===== src/rtl/audio_flash_pkg.sv =====
// Shared definitions for the audio flash read and write paths.
package audio_flash_pkg;

  // Word-address geometry of the audio region in flash.
  localparam int AUDIO_ADDR_WIDTH = 23;
  localparam logic [AUDIO_ADDR_WIDTH-1:0] AUDIO_MAX_ADDR = 23'h7FFFF;

  // Write master state.
  typedef enum logic {
    IDLE  = 1'b0,
    WRITE = 1'b1
  } state_t;

  // Byte lane index within a 32-bit word.
  typedef logic [1:0] lane_t;

  // Byte enable mask with the lowest n lanes set (n = 0..4).
  function automatic logic [3:0] lanes_to_be(input logic [2:0] n);
    logic [4:0] m;
    m = (5'd1 << n) - 5'd1;
    return m[3:0];
  endfunction

endpackage


===== src/rtl/audio_flash_writer_packer.sv =====
// Packs 8-bit samples into little-endian 32-bit words; a flush emits a
// zero-padded partial word with byte enables for the filled lanes only.
module sample_word_packer
  import audio_flash_pkg::*;
(
  input  logic        clk,
  input  logic        reset,
  input  logic        sampleValid,
  input  logic [7:0]  sampleData,
  input  logic        flush,
  output logic        wordReady,
  output logic [31:0] word,
  output logic [3:0]  wordBe
);

  lane_t       lane_q, lane_d;
  logic [31:0] bytes_q, bytes_d;
  logic [31:0] assembled;
  logic [2:0]  count;

  // Merge the incoming sample into the current word and decide whether it is emitted.
  always_comb begin
    assembled = bytes_q;
    count     = {1'b0, lane_q};
    if (sampleValid) begin
      assembled[{lane_q, 3'b000} +: 8] = sampleData;
      count = count + 3'd1;
    end
    wordReady = (count == 3'd4) || (flush && (count != 3'd0));
    word      = assembled;
    wordBe    = lanes_to_be(count);
    if (wordReady) begin
      // The word leaves whether or not the top accepts it, so start fresh.
      lane_d  = '0;
      bytes_d = '0;
    end else begin
      lane_d  = count[1:0];
      bytes_d = assembled;
    end
  end

  // Lane counter and assembly register; cleared so unfilled lanes read as zero.
  always_ff @(posedge clk) begin
    if (reset) begin
      lane_q  <= '0;
      bytes_q <= '0;
    end else begin
      lane_q  <= lane_d;
      bytes_q <= bytes_d;
    end
  end

endmodule


===== src/rtl/audio_flash_writer.sv =====
// Avalon-MM write master that stores packed audio words into a wrapping
// region of flash. The single pending buffer is the registered write
// request itself, so a word loaded at an edge is presented right after it.
module audio_flash_writer
  import audio_flash_pkg::*;
#(
  parameter int                    ADDR_WIDTH = AUDIO_ADDR_WIDTH,
  parameter logic [ADDR_WIDTH-1:0] MAX_ADDR   = ADDR_WIDTH'(AUDIO_MAX_ADDR),
  parameter logic [ADDR_WIDTH-1:0] START_ADDR = '0
) (
  input  logic                  clk,
  input  logic                  reset,
  input  logic                  sampleValid,
  input  logic [7:0]            sampleData,
  input  logic                  flush,
  output logic [ADDR_WIDTH-1:0] address,
  output logic                  write,
  output logic [31:0]           writeData,
  output logic [3:0]            byteEnable,
  input  logic                  waitRequest,
  output logic                  busy,
  output logic                  overflow,
  output logic                  wrapped
);

  logic        word_ready;
  logic [31:0] word;
  logic [3:0]  word_be;

  sample_word_packer u_packer (
    .clk         (clk),
    .reset       (reset),
    .sampleValid (sampleValid),
    .sampleData  (sampleData),
    .flush       (flush),
    .wordReady   (word_ready),
    .word        (word),
    .wordBe      (word_be)
  );

  state_t                state_q, state_d;
  logic [ADDR_WIDTH-1:0] addr_q, addr_d;
  logic [31:0]           wdata_q, wdata_d;
  logic [3:0]            be_q, be_d;
  logic                  ovf_q, ovf_d;
  logic                  wrap_q, wrap_d;
  logic                  accept;
  logic                  load;

  // Next-state: accept advances the address, a ready word loads the buffer if it is free.
  always_comb begin
    state_d = state_q;
    addr_d  = addr_q;
    wdata_d = wdata_q;
    be_d    = be_q;
    wrap_d  = 1'b0;
    accept  = (state_q == WRITE) && !waitRequest;
    // The buffer is free when idle, or when its current word leaves this cycle.
    load    = word_ready && ((state_q == IDLE) || accept);
    ovf_d   = ovf_q || (word_ready && !load);
    case (state_q)
      IDLE: begin
        if (load) state_d = WRITE;
      end
      WRITE: begin
        if (accept) begin
          wrap_d  = (addr_q == MAX_ADDR);
          addr_d  = (addr_q == MAX_ADDR) ? START_ADDR : addr_q + ADDR_WIDTH'(1);
          // A word loading on the accept edge keeps the request up back-to-back.
          state_d = load ? WRITE : IDLE;
        end
      end
      default: state_d = IDLE;
    endcase
    if (load) begin
      wdata_d = word;
      be_d    = word_be;
    end
  end

  // State, address counter, registered write payload and status flags.
  always_ff @(posedge clk) begin
    if (reset) begin
      state_q <= IDLE;
      addr_q  <= START_ADDR;
      wdata_q <= '0;
      be_q    <= '0;
      ovf_q   <= 1'b0;
      wrap_q  <= 1'b0;
    end else begin
      state_q <= state_d;
      addr_q  <= addr_d;
      wdata_q <= wdata_d;
      be_q    <= be_d;
      ovf_q   <= ovf_d;
      wrap_q  <= wrap_d;
    end
  end

  assign write      = (state_q == WRITE);
  assign address    = addr_q;
  assign writeData  = wdata_q;
  assign byteEnable = be_q;
  // Pending buffer full and write in progress coincide in this design.
  assign busy       = write;
  assign overflow   = ovf_q;
  assign wrapped    = wrap_q;

endmodule


===== config.mk =====
export PLATFORM = sky130hd
export DESIGN_NAME = audio_flash_writer
export DESIGN_NICKNAME = d
export VERILOG_FILES = /design/src/rtl/audio_flash_pkg.sv /design/src/rtl/audio_flash_writer_packer.sv /design/src/rtl/audio_flash_writer.sv
export SDC_FILE = /design/constraint.sdc
export NUM_CORES = 1
export LEC_CHECK = 0
export CAP_MARGIN = 10
export CORE_ASPECT_RATIO = 1.75
export CORE_MARGIN = 5
export CORE_UTILIZATION = 55
export DETAILED_ROUTE_END_ITERATION = 10
export HOLD_SLACK_MARGIN = 0.12
export PLACE_DENSITY = 0.95
export REMOVE_ABC_BUFFERS = 1
export SLEW_MARGIN = 20
export SYNTH_ARGS = -nofsm -noshare
export SYNTH_HDL_FRONTEND = slang
export SYNTH_SLANG_ARGS = --single-unit

===== constraint.sdc =====
create_clock -name clk -period 3.9 [get_ports clk]
set_clock_uncertainty 0.1 [all_clocks]
set_input_delay 0.78 -clock clk [delete_from_list [all_inputs] [get_ports clk]]
set_output_delay 0.78 -clock clk [all_outputs]
set_load 0.02 [all_outputs]

==> run summary, run 1 <==
Cts bufs inserted -> 9
FF+latch area -> 1920 µm²
Worst-Margin Slew -> 949 ps
Layout cells sized above 1 -> 8.21%
Critical Path RT -> 4050 ps
Top_reg_cell synth -> dfxtp_1
Syn_area_per_cell -> 9.53 µm²
Minimum hold slack -> 405 ps
Critical path endpoint category -> register
Setup bufs post-CTS -> 0
Syn. warnings -> 0
Avg Vias per Cell -> 6.27
Antenna cell count -> 0
Max Cap Viol -> 0
Slew HR -> 36.6%
First-pass GRT wire length -> 17.0 mm
Starting Density -> 56.0%
Average routed wire per standard cell -> 19.0 µm
Post-Layout Inst Area -> 4940 µm²
Clk buf depth -> 2
Finished Core Util -> 72.0%
Worst vdd ir -> 0.416 mV
Top Ports -> 76
Startpoint type of the worst setup path -> input port
EDFF count, synth -> 0
Critical Path AT -> 3180 ps
Sequential element share of the synthesized area -> 50.0%
# rows -> 40
Share of flip-flops with an asynchronous set or reset -> 0%
Pwr Density -> 481 nW/µm²
Vias in the first global route -> 3468
Max frequency -> 329 MHz
Tot GR Track Use -> 24.7%
Die height -> 121 µm
DRC -> 0
Core area -> 6860 µm²
Post-Place Setup Slack -> 547 ps
CTS tree -> yes
First DRT Iteration DRCs -> 240
Die area -> 8820 µm²
Skew-Pair Late Insertion Delay -> 340 ps
Final setup vio count -> 0
Placed cell areas -> 4640 µm²
Yosys cell types -> 49
DR pass1 iterations -> 4
Worst setup margin -> 864 ps
Initial antenna violation count -> 0
Cts repair resizes -> 0
Largest net degree at the start of global routing -> 35
GR Overflow Total -> 0
CTS root buffer -> clkbuf_16
Final period util -> 77.8%
Gate count of the mapped netlist -> 403
Synth Register Bits -> 96
Routability cong. -> 0.922
RSZ-0062 raised after global routing -> no
Cell area after synthesis -> 3840 µm²
Clk sinks -> 96
Pins Over Slew Limit -> 0
Crit path time final -> 3040 ps
# hold bufs at CTS -> 0
Status -> complete, no violations
Area delta synth->final -> 28.5%
I/O Buffers -> 75
Clk pin slew, worst setup/hold paths -> 60 ps
Area occupied by multi-input gates -> 1770 µm²
Routed Antenna Nets -> 0
Worst min-delay path class -> reg2reg
Final wirelength -> 10.6 mm
Detailed Place HPWL -> 7.05 mm
Htree depth -> 3
CP Max Fanout -> 11
Fillcell total -> 505
Leak -> 1.68 nW
Final Hold Viols -> 0
Vias -> 3505
Final setup TNS -> 0 ps
CP Class -> in2reg
Chip Width -> 73.2 µm
Layout Nets -> 490
## where the power goes
part	total, mW	switching [mW]	internal (mW)	leakage, nW
Combinational	0.421	0.246	0.176	0.769
Clock	0.877	0.378	0.499	0.131
Sequential	1.08	0.0390	1.04	0.780
Total	2.38	0.663	1.71	1.68
## area by class of cell
| class | count | share of cell area (%) |
|---|---|---|
| clock buffers | 10 | 4.64 |
| inverters | 7 | 0.532 |
| repair buffers | 82 | 16.5 |
| flip-flops and latches | 96 | 38.9 |
| multi-input cells | 274 | 35.9 |
| well taps | 84 | 2.13 |
| clock inverters | 6 | 1.39 |
## worst paths after layout
| path | slack [ps] | cells past startpoint | startpoint | to |
|---|---|---|---|---|
| max | 860 | 5 | sampleValid | writeData[9] |
| min reg2reg | 400 | 2 | byteEnable[3] | byteEnable[3] |
| max reg2reg | 1000 | 7 | u_packer.lane_q[0] | writeData[27] |
| min | 400 | 2 | byteEnable[3] | byteEnable[3] |
## sequential cells by signal, summed over array words and instances, names as in the netlist
signal and flops:
wrapped 1, u_packer.lane_q 2, busy 1, address 23
byteEnable 4, overflow 1, writeData 32, u_packer.bytes_q 32
## cells in the mapped netlist (6+ instances only)
cell type / instances / share of area (%)
buf_2: 8 / 1.0
dfxtp_1: 96 / 50
ha_1: 7 / 2.3
inv_1: 6 / 0.59
o21ai_0: 7 / 0.91
nand4_1: 7 / 1.1
nand2_1: 16 / 1.6
a211oi_1: 33 / 6.4
a22oi_1: 32 / 6.3
xor2_1: 7 / 1.6
a21oi_1: 49 / 6.4
nor2_1: 46 / 4.5
or4_1: 8 / 1.6
nand3_1: 7 / 0.91
o31ai_1: 6 / 1.2
clkbuf_1: 14 / 1.4
## stage by stage
stage | power (mW) | std cells
2_1_floorplan | 1.31 | 377
3_3_place_gp | 1.50 | 543
3_5_place_dp | 1.51 | 543
4_1_cts | 2.38 | 559
5_1_grt | 2.46 | 559
6_report | 2.38 | 559
## critical path, cell delays in order
cell	delay [ps]
clkdlybuf4s50_1	670
nand2_1	350
nor4b_2	880
a22oi_1	210
a211oi_1	290
## cells in the final DEF (no fill, tap or decap), types with 2 or more instances in the layout
cell	instances
and2_1	3
xor2_1	7
nand4_1	7
dfxtp_1	96
a22oi_1	32
buf_4	6
nand3_1	7
o21ai_0	7
xnor2_1	5
or4_1	8
ha_1	7
clkinvlp_4	4
nor3_1	4
inv_1	6
nand2_1	16
or3_1	3
clkbuf_16	9
a211oi_1	33
nor4_2	2
a21oi_1	49
o31ai_1	6
clkdlybuf4s50_1	75
nor2_1	46
or3_4	2
nor2b_1	2
nor4_1	3
nand2b_1	4
## per-layer routing
layer / wire, µm / part of all wire [%] / vias up / GRT usage, %
met2: 5690 / 54 / 163 / 43.8
met1: 3880 / 36 / 1678 / 26.7
met5: 0 / 0 / - / 0
met4: 329 / 3.1 / 0 / 12.1
met3: 738 / 6.9 / 29 / 5.32
li1: - / - / 1635 / -
## kinds of logic (layout without fill, tap and decap cells)
group                    count (synthesis)  count (layout)  share of synthesized area [%]
AO/OA/AOI/OAI                          136             136                           23.5
AND/OR/NAND/NOR                        118             118                           17.0
flip-flops                              96              96                           50.0
buffers and inverters                   33             105                           4.17
XOR/XNOR                                12              12                           2.74
adder cells (fa/ha/maj)                  7               7                           2.28
multiplexers                             1               1                          0.261
Note: power is estimated with default switching activity, not from simulation.
==> inputs of run 2 (changes only) <==
--- a/config.mk
+++ b/config.mk
@@ -8,10 +8,10 @@
 export CAP_MARGIN = 10
 export CORE_ASPECT_RATIO = 1.75
 export CORE_MARGIN = 5
-export CORE_UTILIZATION = 55
+export CORE_UTILIZATION = 51
 export DETAILED_ROUTE_END_ITERATION = 10
 export HOLD_SLACK_MARGIN = 0.12
-export PLACE_DENSITY = 0.95
+export PLACE_DENSITY = 0.9
 export REMOVE_ABC_BUFFERS = 1
 export SLEW_MARGIN = 20
 export SYNTH_ARGS = -nofsm -noshare
==> constraint.sdc (replaced) <==
create_clock -name clk -period 2.9 [get_ports clk]
set_clock_uncertainty 0.1 [all_clocks]
set_input_delay 0.58 -clock clk [delete_from_list [all_inputs] [get_ports clk]]
set_output_delay 0.58 -clock clk [all_outputs]
set_load 0.02 [all_outputs]
==> run summary, run 2 (same netlist as run 1, synthesis figures left out) <==
Cts repair resizes -> 0 (unchanged)
DR pass1 iterations -> 5 (+1)
Routed Antenna Nets -> 0 (unchanged)
RSZ-0062 raised after global routing -> no
Most common cell after layout, fill and taps aside -> dfxtp_1
Die area -> 9440 µm² (+7.0%)
Avg Vias per Cell -> 6.11 (-2.6%)
Top Ports -> 76 (unchanged)
Cts bufs inserted -> 9 (unchanged)
Average routed wire per standard cell -> 17.3 µm (-8.8%)
Routability cong. -> 0.836 (-9.4%)
Layout Nets -> 496 (+1.2%)
First DRT Iteration DRCs -> 154 (-36%)
Critical path endpoint category -> register
Final period util -> 91.3%
RR Startpoint -> u_packer.lane_q[0]
Tot GR Track Use -> 21.8% (-2.9 points)
DRC -> 0 (unchanged)
Critical Path AT -> 2760 ps (-420 ps)
Clk sinks -> 96 (unchanged)
I/O Buffers -> 75 (unchanged)
Setup bufs post-CTS -> 0 (unchanged)
Clk buf depth -> 2 (unchanged)
Startpoint type of the worst setup path -> register
CP Class -> reg2reg
Met3 WL -> 556 µm (-25%)
Area delta synth->final -> 30.4%
Detailed Place HPWL -> 7.04 mm (-0.17%)
Die height -> 125 µm (+3.5%)
Clock power share -> 38.5% (+1.6 points)
Skew-Pair Late Insertion Delay -> 340 ps (about the same)
Chip Width -> 75.6 µm (+3.3%)
First-pass GRT wire length -> 15.9 mm (-6.1%)
Max frequency -> 378 MHz
Core area -> 7460 µm² (+8.8%)
Layout cells sized above 1 -> 9.56% (+1.4 points)
Worst-Margin Slew -> 423 ps (-526 ps)
CTS tree -> yes
Share of power burned in registers -> 44.3% (-1.0 points)
CP Max Fanout -> 22 (+11)
# rows -> 42 (+5.0%)
Met1 Wirelength -> 3.73 mm (-3.8%)
Pwr Total -> 3.26 mW (+37%)
Initial antenna violation count -> 0 (unchanged)
Critical Path RT -> 3010 ps (-1040 ps)
Max Cap Viol -> 0 (unchanged)
GR Overflow Total -> 0 (unchanged)
Sw power -> 851 µW (+28%)
Final wirelength -> 9.87 mm (-7.2%)
Crit path time final -> 2650 ps
R2R cell count -> 7 (unchanged)
Pins Over Slew Limit -> 0 (unchanged)
Final Hold Viols -> 0 (unchanged)
Antenna cell count -> 0 (unchanged)
Vias -> 3476 (-0.83%)
Final setup vio count -> 0 (unchanged)
Largest net degree at the start of global routing -> 37 (+5.7%)
Sw frac -> 26.1% (-1.8 points)
Htree depth -> 3 (unchanged)
Slew HR -> 71.7% (+35 points)
Combinational fraction of design power -> 17.1% (-0.6 points)
Worst min-delay path class -> reg2reg
Vias in the first global route -> 3313 (-4.5%)
R2r setup slk -> 250 ps (-750 ps)
Starting Density -> 51.5% (-4.5 points)
Worst vdd ir -> 0.542 mV (+30%)
Status -> complete, no violations
Clk pin slew, worst setup/hold paths -> 60 ps (about the same)
Hold EP -> byteEnable[3]
Int Power -> 2.41 mW (+41%)
# hold bufs at CTS -> 0 (unchanged)
Pwr Density -> 650 nW/µm² (+35%)
Inst Count DP -> 553 (+1.8%)
Leak -> 1.74 nW (+3.5%)
Hold path depth -> 2 (unchanged)
Hold_sp -> byteEnable[3]
Commonest cells after routing, fill and taps aside -> 96 x dfxtp_1, 75 x clkdlybuf4s50_1, 49 x a21oi_1, 46 x nor2_1, 33 x a211oi_1
Final Non-Filler Cells -> 569 (+1.8%)
RR Endpoint -> writeData[13]
CTS root buffer -> clkbuf_16
Fillcell total -> 607 (+20%)
Met2 WL post-DR -> 5.27 mm (-7.4%)
Top layer in use -> met4
-- run 2: cell type report --
type,count,area [µm²],area share [%]
clock buffer,10,239,4.77
inverter,7,26.3,0.524
clock inverter,6,82.6,1.65
sequential,96,1920,38.3
timing repair buffer,88,861,17.2
multi-input combinational,274,1770,35.3
tap,88,110,2.20
-- run 2: power by group through the flow --
| stage | clock network, mW | registers, mW | logic (mW) |
|---|---|---|---|
| finish | 1.26 | 1.45 | 0.558 |
| floorplan | 0 | 1.55 | 0.216 |
| global placement | 0 | 1.47 | 0.545 |
| detailed placement | 0 | 1.47 | 0.558 |
| CTS | 1.28 | 1.44 | 0.561 |
| global route | 1.33 | 1.45 | 0.601 |
-- run 2: how the worst max path moves through the flow --
stage                            start            end  slack [ps]
floorplan           u_packer.lane_q[0]  byteEnable[1]         -20
global placement           waitRequest    address[11]         360
detailed placement  u_packer.lane_q[0]  writeData[25]         270
CTS                 u_packer.lane_q[0]  writeData[25]         250
global route        u_packer.lane_q[0]  writeData[20]          80
finish              u_packer.lane_q[0]  writeData[13]         250
-- run 2: layer usage --
| metal | track usage [%] | up-vias |
|---|---|---|
| met1 | 24.2 | 1670 |
| met2 | 37.9 | 139 |
| met3 | 3.80 | 22 |
| li1 | - | 1645 |
| met5 | 0 | - |
| met4 | 11.2 | 0 |
-- run 2: through the flow --
stage                     setup TNS [ps]  area [µm²]  setup slack (ps)  utilization, %  hold slack (ps)
final                                  0        5010               252            67.2              371
after global routing                   0        5010              81.5            67.2              424
after detailed placement               0        4690               266            62.9              357
after floorplan                     -681        3710             -20.6               -              372
after CTS                              0        5010               253            67.2              366
after global placement                 0        4690               355            62.9              360
-- run 2: critical path: stages (launching register included) --
cell	delay, ps
dfxtp_1	580
inv_2	190
ha_1	390
nand2b_1	250
a221o_1	460
nor2_2	150
buf_4	270
a211oi_1	120
==> inputs of run 3 (changes only) <==
--- a/config.mk
+++ b/config.mk
@@ -8,10 +8,10 @@
 export CAP_MARGIN = 10
 export CORE_ASPECT_RATIO = 1.75
 export CORE_MARGIN = 5
-export CORE_UTILIZATION = 51
+export CORE_UTILIZATION = 48
 export DETAILED_ROUTE_END_ITERATION = 10
 export HOLD_SLACK_MARGIN = 0.12
-export PLACE_DENSITY = 0.9
+export PLACE_DENSITY = 0.86
 export REMOVE_ABC_BUFFERS = 1
 export SLEW_MARGIN = 20
 export SYNTH_ARGS = -nofsm -noshare
==> run summary, run 3 (same netlist as run 1, synthesis figures left out) <==
Setup bufs post-CTS -> 0 (unchanged)
# hold bufs at CTS -> 0 (unchanged)
Minimum hold slack -> 374 ps (+3.51 ps)
GR Overflow Total -> 0 (unchanged)
Routed Antenna Nets -> 0 (unchanged)
Critical Path AT -> 2520 ps (-240 ps)
DR pass1 iterations -> 4 (-1)
First DRT Iteration DRCs -> 195 (+27%)
Skew-Pair Late Insertion Delay -> 340 ps (about the same)
Leak -> 1.75 nW (+0.40%)
Average routed wire per standard cell -> 17.4 µm (+0.59%)
Final period util -> 83.0% (-8.3 points)
R2r setup slk -> 490 ps (+240 ps)
Most common cell after layout, fill and taps aside -> dfxtp_1
Die area -> 9970 µm² (+5.6%)
Initial antenna violation count -> 0 (unchanged)
Avg Vias per Cell -> 6.02 (-1.4%)
Family with the most delay on the worst path -> compound AO/OA/AOI/OAI gates
Placed cell areas -> 4710 µm² (+0.37%)
Die height -> 128 µm (+2.8%)
Routability cong. -> 0.898 (+7.5%)
WP buf/inv -> 2 (unchanged)
I/O Buffers -> 75 (unchanged)
Final setup TNS -> 0 ps (unchanged)
Hold path depth -> 1 (-1)
CP Class -> reg2reg
Core area -> 7860 µm² (+5.3%)
Startpoint type of the worst setup path -> register
Max frequency -> 415 MHz (+10%)
RR Endpoint -> writeData[27]
Status -> complete, no violations
Largest net degree at the start of global routing -> 35 (-5.4%)
RR Startpoint -> u_packer.lane_q[1]
Post-Place Setup Slack -> 200 ps (-65.6 ps)
Worst vdd ir -> 0.491 mV (-9.5%)
Critical Path RT -> 3010 ps (about the same)
Chip Width -> 77.6 µm (+2.7%)
Vias in the first global route -> 3393 (+2.4%)
Hold_sp -> byteEnable[0]
Final wirelength -> 10.0 mm (+1.3%)
Starting Density -> 48.9% (-2.6 points)
Crit path time final -> 2410 ps (-240 ps)
First-pass GRT wire length -> 16.1 mm (+0.78%)
Critical path endpoint category -> register
Clk buf depth -> 2 (unchanged)
DRC -> 0 (unchanged)
Area delta synth->final -> 30.9%
Detailed Place HPWL -> 6.94 mm (-1.4%)
Worst min-delay path class -> reg2reg
Clk pin slew, worst setup/hold paths -> 60 ps (about the same)
Worst-Margin Slew -> 534 ps (+111 ps)
R2R cell count -> 7 (unchanged)
Max Cap Viol -> 0 (unchanged)
CTS tree -> yes
Max incr delay on CP -> 450 ps (-130 ps)
Htree depth -> 3 (unchanged)
# rows -> 43 (+2.4%)
Layout cells sized above 1 -> 9.94% (+0.37 points)
Layout Nets -> 498 (+0.40%)
Pins Over Slew Limit -> 0 (unchanged)
Post-Layout Inst Area -> 5030 µm² (+0.32%)
Clk sinks -> 96 (unchanged)
Top Ports -> 76 (unchanged)
Cts repair resizes -> 0 (unchanged)
Hold EP -> byteEnable[0]
Commonest cells after routing, fill and taps aside -> 96 x dfxtp_1, 75 x clkdlybuf4s50_1, 49 x a21oi_1, 46 x nor2_1, 33 x a211oi_1
Final setup vio count -> 0 (unchanged)
Cts bufs inserted -> 9 (unchanged)
Antenna cell count -> 0 (unchanged)
Tot GR Track Use -> 19.8% (-2.0 points)
Slew HR -> 64.1% (-7.6 points)
Worst path cell trace -> inv_1 > ha_1 > nand2b_1 > a221o_1 > nor2_2 > buf_4 > a211oi_1
Vias -> 3451 (-0.72%)
CTS root buffer -> clkbuf_16
Slowest CP cell -> a221o_1
Pwr Density -> 648 nW/µm² (-0.39%)
RSZ-0062 raised after global routing -> no
Final Hold Viols -> 0 (unchanged)
Worst setup margin -> 492 ps (+240 ps)
CP Max Fanout -> 25 (+14%)
[run 3: how the worst max path moves through the flow]
| stage | startpoint | cells past startpoint | slack (ps) | end |
|---|---|---|---|---|
| 6_report | u_packer.lane_q[1] | 7 | 490 | writeData[27] |
| 5_1_grt | u_packer.lane_q[1] | 7 | 330 | writeData[24] |
| 4_1_cts | u_packer.lane_q[1] | 7 | 520 | writeData[13] |
| 3_5_place_dp | sampleValid | 6 | 200 | writeData[24] |
| 3_3_place_gp | sampleValid | 6 | 250 | writeData[16] |
| 2_1_floorplan | u_packer.lane_q[0] | 6 | -20 | byteEnable[1] |
[run 3: cell type report]
| class | count | area (µm²) |
|---|---|---|
| sequential | 96 | 1920 |
| tap | 90 | 113 |
| clock buffer | 9 | 225 |
| multi-input combinational | 274 | 1770 |
| inverter | 7 | 26.3 |
| clock inverter | 7 | 95.1 |
| fill | 631 | 2830 |
| timing repair buffer | 90 | 876 |
[run 3: per-stage QoR]
stage,util [%],power [mW],std cells
final,64.0,3.26,573
after global routing,64.0,3.39,573
after CTS,64.0,3.28,573
after detailed placement,59.9,2.03,557
after global placement,59.9,2.02,557
after floorplan,-,1.76,377
[run 3: routing by layer]
layer  GRT usage [%]  wire length, µm  up-vias
li1                -                -     1641
met1            21.6             3850     1649
met2            35.8             5340      144
met3            4.90              668       17
met4            8.50              143        0
met5               0                0        -
[run 3: worst register-to-register path: stages (launching register included)]
cell      delay [ps]
dfxtp_1          440
inv_1            120
ha_1             350
nand2b_1         250
a221o_1          450
nor2_2           140
buf_4            290
a211oi_1         130
[run 3: power breakdown]
part / internal (mW) / switching (mW)
Combinational: 0.241 / 0.321
Sequential: 1.40 / 0.0470
Clock: 0.756 / 0.496
Total: 2.39 / 0.864
